<file path="src/rtl/hex_word_tx.sv">
// Converts a parallel word into an uppercase ASCII hex character stream (MS nibble first),
// optionally terminated by CR LF, with valid/ready handshakes on both sides.
module hex_word_tx #(
    parameter int WIDTH       = 32,
    parameter bit APPEND_CRLF = 1'b1
) (
    input  logic             clk,
    input  logic             reset,
    input  logic [WIDTH-1:0] word_in,
    input  logic             word_valid,
    output logic             word_ready,
    output logic [7:0]       tx_data,
    output logic             tx_valid,
    input  logic             tx_ready,
    output logic             busy
);

    localparam int DIGITS = WIDTH / 4;
    localparam int CW     = (DIGITS > 1) ? $clog2(DIGITS) : 1;
    localparam logic [CW-1:0] LAST_DIGIT = CW'(DIGITS - 1);

    typedef enum logic [1:0] {
        S_IDLE,
        S_HEX,
        S_CRLF
    } state_t;

    state_t           r_state;
    logic [WIDTH-1:0] r_shift;
    logic [CW-1:0]    r_count;
    logic             r_crlfSel;
    logic [7:0]       r_txData;
    logic             r_txValid;
    logic             r_wordReady;

    logic w_accept;
    logic w_fire;

    function automatic logic [7:0] toAscii(input logic [3:0] nibble);
        return (nibble < 4'd10) ? (8'h30 + {4'h0, nibble}) : (8'h37 + {4'h0, nibble});
    endfunction

    assign w_accept = word_valid && r_wordReady;
    assign w_fire   = r_txValid && tx_ready;

    // tx_data always holds the character on offer; the shift register holds the digits not yet loaded.
    always_ff @(posedge clk) begin
        if (reset) begin
            r_state     <= S_IDLE;
            r_shift     <= '0;
            r_count     <= '0;
            r_crlfSel   <= 1'b0;
            r_txData    <= 8'h00;
            r_txValid   <= 1'b0;
            r_wordReady <= 1'b1;
        end else begin
            case (r_state)
                S_IDLE: begin
                    if (w_accept) begin
                        r_shift     <= word_in << 4;
                        r_txData    <= toAscii(word_in[WIDTH-1 -: 4]);
                        r_txValid   <= 1'b1;
                        r_wordReady <= 1'b0;
                        r_count     <= '0;
                        r_state     <= S_HEX;
                    end
                end
                S_HEX: begin
                    if (w_fire) begin
                        r_count <= r_count + 1'b1;
                        if (r_count == LAST_DIGIT) begin
                            if (APPEND_CRLF) begin
                                r_txData  <= 8'h0D;
                                r_crlfSel <= 1'b0;
                                r_state   <= S_CRLF;
                            end else begin
                                r_txValid   <= 1'b0;
                                r_wordReady <= 1'b1;
                                r_state     <= S_IDLE;
                            end
                        end else begin
                            r_txData <= toAscii(r_shift[WIDTH-1 -: 4]);
                            r_shift  <= r_shift << 4;
                        end
                    end
                end
                S_CRLF: begin
                    if (w_fire) begin
                        if (!r_crlfSel) begin
                            r_txData  <= 8'h0A;
                            r_crlfSel <= 1'b1;
                        end else begin
                            r_crlfSel   <= 1'b0;
                            r_txValid   <= 1'b0;
                            r_wordReady <= 1'b1;
                            r_state     <= S_IDLE;
                        end
                    end
                end
                default: begin
                    r_state <= S_IDLE;
                end
            endcase
        end
    end

    assign word_ready = r_wordReady;
    assign busy       = !r_wordReady;
    assign tx_data    = r_txData;
    assign tx_valid   = r_txValid;

endmodule

</file>
<file path="config.mk">
export PLATFORM = sky130hd
export DESIGN_NAME = hex_word_tx
export DESIGN_NICKNAME = d
export VERILOG_FILES = /design/src/rtl/hex_word_tx.sv
export SDC_FILE = /design/constraint.sdc
export NUM_CORES = 1
export LEC_CHECK = 0
export ABC_AREA = 1
export CAP_MARGIN = 5
export CORE_ASPECT_RATIO = 1.4
export CORE_UTILIZATION = 24
export DETAILED_ROUTE_END_ITERATION = 10
export DONT_BUFFER_PORTS = 1
export SYNTH_ARGS = -nofsm -noshare
export SYNTH_HDL_FRONTEND = slang
export SYNTH_SLANG_ARGS = --single-unit
</file>
<file path="constraint.sdc">
create_clock -name clk -period 1.8 [get_ports clk]
set_clock_uncertainty 0.05 [all_clocks]
set_input_delay 0 -clock clk [delete_from_list [all_inputs] [get_ports clk]]
set_output_delay 0 -clock clk [all_outputs]
set_load 0.005 [all_outputs]
</file>
# ---- Word level (Yosys, flattened, before mapping)
# Index checks and enable logic that the tools add are counted.
dict set report word_totals {
  input_bits 36
  ff_bits 48
  output_inout_bits 11
}
dict set report op_classes {
  n_addsub 5
  reduce_logical 14
  mux 34
  order_cmp 2
  eq_ne 10
}
# op n
set op_table {}
lappend op_table {{32-bit 2-to-1 mux} 3}
lappend op_table {{32-bit case mux with 2 select lines} 1}
lappend op_table {{8-bit 2-to-1 mux} 4}
lappend op_table {{6-bit by 4-bit adder with 7-bit output, first input constant} 4}
lappend op_table {{8-bit case mux with 3 select lines} 1}
lappend op_table {{7-bit 2-to-1 mux} 3}
lappend op_table {{2-bit inequality test, second input constant} 7}
lappend op_table {{4-bit AND reduction} 3}
lappend op_table {{1-bit 2-to-1 mux} 10}
lappend op_table {{2-bit 2-to-1 mux} 5}
lappend op_table {{5-bit AND reduction} 2}
lappend op_table {{4-bit less-than comparator, second input constant} 2}
lappend op_table {{3-bit 2-to-1 mux} 2}
lappend op_table {{1-bit case mux with 2 select lines} 3}
lappend op_table {{2-bit case mux with 3 select lines} 1}
lappend op_table {{3-bit case mux with 2 select lines} 1}
lappend op_table {{2-bit nonzero test} 3}
lappend op_table {{3-bit by 1-bit adder with 3-bit output, second input constant} 1}
lappend op_table {{3-bit equality test, second input constant} 1}
lappend op_table {{3-bit AND reduction} 1}
lappend op_table {{3-bit nonzero test} 1}
lappend op_table {{2-bit by 1-bit equality test with 1-bit output, second input constant} 1}
lappend op_table {{2-bit equality test, second input constant} 1}
lappend op_table {{1-bit logical AND} 2}
lappend op_table {{other kinds (2)} 2}

# ---- Depth between registers and ports, before layout
dict set report depth {
  word_depth 5
  ltp_mapped 10
  ltp_nobuf 9
}

# ---- Least setup slack after synthesis
# OpenSTA, ideal clock, no wires.
dict set report synth_path {
  kind {reg2reg}
  from {register r_state[0]}
  to {register r_shift[29]}
  stages_incl_launch_ff 10
  t_arrival_ps 1356
  setup_time_ps 143
  setup_slack_ps 250
  required_ps 1607
  n_path_buf 1
  path_cell_list {dfxtp_1 -> inv_1 -> ha_1 -> nand2_2 -> o21ai_2 -> nor2_8 -> nand2_8 -> buf_12 -> nand2_2 -> a21oi_2}
}
dict set report synth_via {
  elab_chain_len 3
  elab_cells_between_ends 8
  cone_classes {eq/ne (4); mux (1); reduce/logical (3)}
}
# item line
set synth_lines {}
lappend synth_lines {{start, declared} 28} ;# state_t r_state;
lappend synth_lines {{start signal, assigned} 49} ;# r_state <= S_IDLE;
lappend synth_lines {{start signal, assigned} 65} ;# r_state <= S_HEX;
lappend synth_lines {{start signal, assigned} 75} ;# r_state <= S_CRLF;
lappend synth_lines {{2-bit by 1-bit equality test with 1-bit output or 2-bit zero test (tied branches)} 57} ;# case (r_state)
lappend synth_lines {{2-bit inequality test (no source line) or 2-bit nonzero test (tied branches)} -}
lappend synth_lines {{4-bit AND reduction (no source line)} -}
lappend synth_lines {{end signal, assigned} 60} ;# r_shift <= word_in << 4;
lappend synth_lines {{end signal, assigned} 83} ;# r_shift <= r_shift << 4;
lappend synth_lines {{end, declared} 29} ;# logic [WIDTH-1:0] r_shift;
# Several ways; a longest one is shown, not always the timed one.
# A chain may end at the register's enable or synchronous reset.

# ---- Worst setup path in the final report
dict set report layout_path {
  from {register r_state[1]}
  to {register r_shift[27]}
}
# The elaborated chain is that of the path after synthesis.

==> results.toml <==
[sta]
timing.fmax_ghz = 0.586
rsz0062_at_grt = "false"
setup_viol = 0
final_max_slew_viol_count = 0
post-route-min-period_ns = 1.71
fin_crit_sh = 0.948
hold_violations = 0
setup_tns_ns = 0

[detailed_routing]
viasPerCell = 4.48
initialDrtViolationCount = 120
drt-wirelength-per-cell_um = 12.2
number_of_routed_nets_with_antenna_violations = 0
post-route-drc-count = 0
drt_pre_antenna_iters = 4
detailroute.via_count = 2401
routed_wl_mm = 6.56

[setup_path]
cpPeakStageDelay_ns = 0.38
critical_path_depth = 8
timing.critical_path.to_type = "flop"
critical_path.slowest_cell = "sky130_fd_sc_hd__dfxtp_1"
crit_family = "simple AND/OR/NAND/NOR gates"
setup.worst_path.class = "reg -> reg"
cp_data_required_time_ns = 1.97
critical_path.cell_chain = "inv_1, ha_2, nand2_2, o21ai_2, nor2_8, clkbuf_16, nand3_1, a21oi_2"
startpoint_type = "flop"
cp.arrival_ns = 1.87
crit_fanout = 8
worst_reg_to_reg_path_cell_count = 8
critPathBufInv = 2

[worst_hold_path]
timing.hold.worst_path_depth = 5
hold_path_class = "in -> reg"

[grt]
vias_in_the_first_global_route = 2284
grt_remaining_overflow = 0
grt_first_pass_wirelength_mm = 10.6
initial_antenna_violation_count = 0
grt_start_max_net_pins = 35
grt_use_total = 0.119

[layout]
non_filler_instance_count_after_layout = 536
antennaDiodeCount = 0
drive_gt1_frac = 0.188
fillerInstances = 1169
areaGrowthSynthToFinish_pct = 26.2
nets = 441

[placed_design]
routabilityCongestion = 0.788
place.detailed.hpwl_mm = 4.32
buffers_on_ports = 0
dpl.cell_count = 492

[synth]
synth_nets = 412
yosysTopAreaCellShare = 0.336
synth.yosys.seq_area_share = 0.336
synthesis.instances = 368
yosys_warnings = 0
avgSynthCellArea_sq_um = 6.96
syn-cell-area_sq_um = 2560
synthTopCellsByArea = "sky130_fd_sc_hd__dfxtp_1 34%, sky130_fd_sc_hd__nand2_1 17%, sky130_fd_sc_hd__nand3_1 8.2%, sky130_fd_sc_hd__a21oi_2 6.8%, sky130_fd_sc_hd__nand2_2 5.4%"
ys_types = 28
synth_top_cell_by_area = "sky130_fd_sc_hd__dfxtp_1"
synth_seq_cells = 43

[run]
max_cap_viol_count = 0

[cts]
clock_sink_count = 43
cts.repair_timing.setup_buffer_count = 0
cts.path.max_buffers = 2
ctsHtreeMaxLevel = 2
clk_pin_slew_worst_paths_ns = 0.06
ctsRootBufferMaster = "sky130_fd_sc_hd__clkbuf_16"
clkLatencyLatePin_ns = 0.28
tritoncts.num_buffers = 5
tritoncts = "done"

[floorplan]
coreArea_sq_um = 10300
initial_core_util = 0.247
die_height_um = 124
standard_cell_row_count = 44
design.die.area_sq_um = 11100
die_width_um = 89.3
io_pins = 47

[power]
vdd.ir_drop.worst_uv = 530
power.static_leakage_nw = 1.37
power.density_cell_area_nw_per_um2 = 1620

[outcome]
outcome = "completed"
flip-flops by register name (all words and copies together) (netlist names):
register and count:
r_count 3, r_crlfSel 1, r_shift 28, r_state 2, tx_data 7, tx_valid 1
word_ready 1
cells in the final DEF (no fill, tap or decap), drive strengths merged:
| cell | count |
|---|---|
| nand2 | 140 |
| nand3 | 43 |
| dfxtp | 43 |
| a21oi | 41 |
| dlygate4sd3 | 31 |
| inv | 29 |
| nor2 | 25 |
| o21ai | 12 |
| buf | 9 |
| ha | 8 |
| clkbuf | 7 |
| o211ai | 3 |
| bufinv | 2 |
| or2 | 1 |
| nand4 | 1 |
| nor3 | 1 |
| conb | 1 |
| clkinvlp | 1 |
per-stage QoR:
stage | util | power [mW] | hold WS, ns | cell area (sq um) | setup WS [ns]
final | 0.312 | 5.25 | 0.00301 | 3230 | 0.0940
after floorplan | - | 3.49 | 0.115 | 2560 | 0.250
after detailed placement | 0.254 | 3.73 | 0.0253 | 2630 | 0.116
after CTS | 0.305 | 5.00 | 0.00452 | 3150 | 0.0830
after global routing | 0.312 | 5.68 | 0.0511 | 3230 | 0.0112
after global placement | 0.254 | 3.68 | 0.0251 | 2630 | 0.172
final timing paths:
kind / startpoint / to / slack, ns
worst min-delay path: word_in[31] / tx_data[0] / 0.003
worst min register to register: r_shift[9] / r_shift[9] / 0.42
worst max-delay path: r_state[1] / r_shift[27] / 0.09
worst max register to register: r_state[1] / r_shift[27] / 0.09
metal layers:
layer,routed length [um],part of all wire,track usage
met3,359,0.055,0.0226
met1,2710,0.41,0.143
met5,0,0,0
met2,3460,0.53,0.211
met4,33,0.0050,0.0280
power breakdown:
group	leakage (nW)	internal [mW]	switching [mW]	total, mW
Sequential	0.353	1.31	0.254	1.56
Combinational	0.930	1.01	1.50	2.51
Clock	0.0900	0.795	0.382	1.18
Total	1.37	3.11	2.14	5.25
cell usage after synthesis, drive strengths merged:
master / n
o211ai: 3
clkbuf: 4
ha: 8
nand3: 43
nand4: 1
or2: 1
o21ai: 12
buf: 17
dfxtp: 43
nand2: 139
nor2: 25
conb: 1
a21oi: 41
inv: 29
nor3: 1
worst reg2reg max path, delay by kind of cell (launching register included):
| kind | cells | cell delay, ns |
|---|---|---|
| AND/OR/NAND/NOR | 3 | 0.45 |
| flip-flops | 1 | 0.38 |
| adder cells (fa/ha/maj) | 1 | 0.21 |
| AO/OA/AOI/OAI | 2 | 0.25 |
| buffers and inverters | 2 | 0.30 |
logic make-up (layout without fill, tap and decap cells):
| group | after synthesis | after routing | share of synthesized area |
|---|---|---|---|
| simple gates | 210 | 211 | 0.370 |
| flops | 43 | 43 | 0.336 |
| fa+ha+maj | 8 | 8 | 0.0391 |
| other cells | 1 | 1 | 0.00146 |
| buf+inv | 50 | 79 | 0.108 |
| compound gates | 56 | 56 | 0.145 |
repair_timing:
action / 4_1_cts / 5_1_grt
hold endpoints to repair: 40 / 0
endpoints found under the setup margin: 0 / 13
hold buffers: 32 / 0
gates resized for setup: 0 / 3
final cells by class:
type / instances / area, sq um / area share
clock inverters: 3 / 67.6 / 0.0209
clock buffers: 5 / 125 / 0.0387
multi-input cells: 276 / 1440 / 0.445
well taps: 138 / 173 / 0.0534
flip-flops and latches: 43 / 862 / 0.267
repair buffers: 42 / 457 / 0.141
inverters: 29 / 109 / 0.0337
Note: power is estimated with default switching activity, not from simulation.
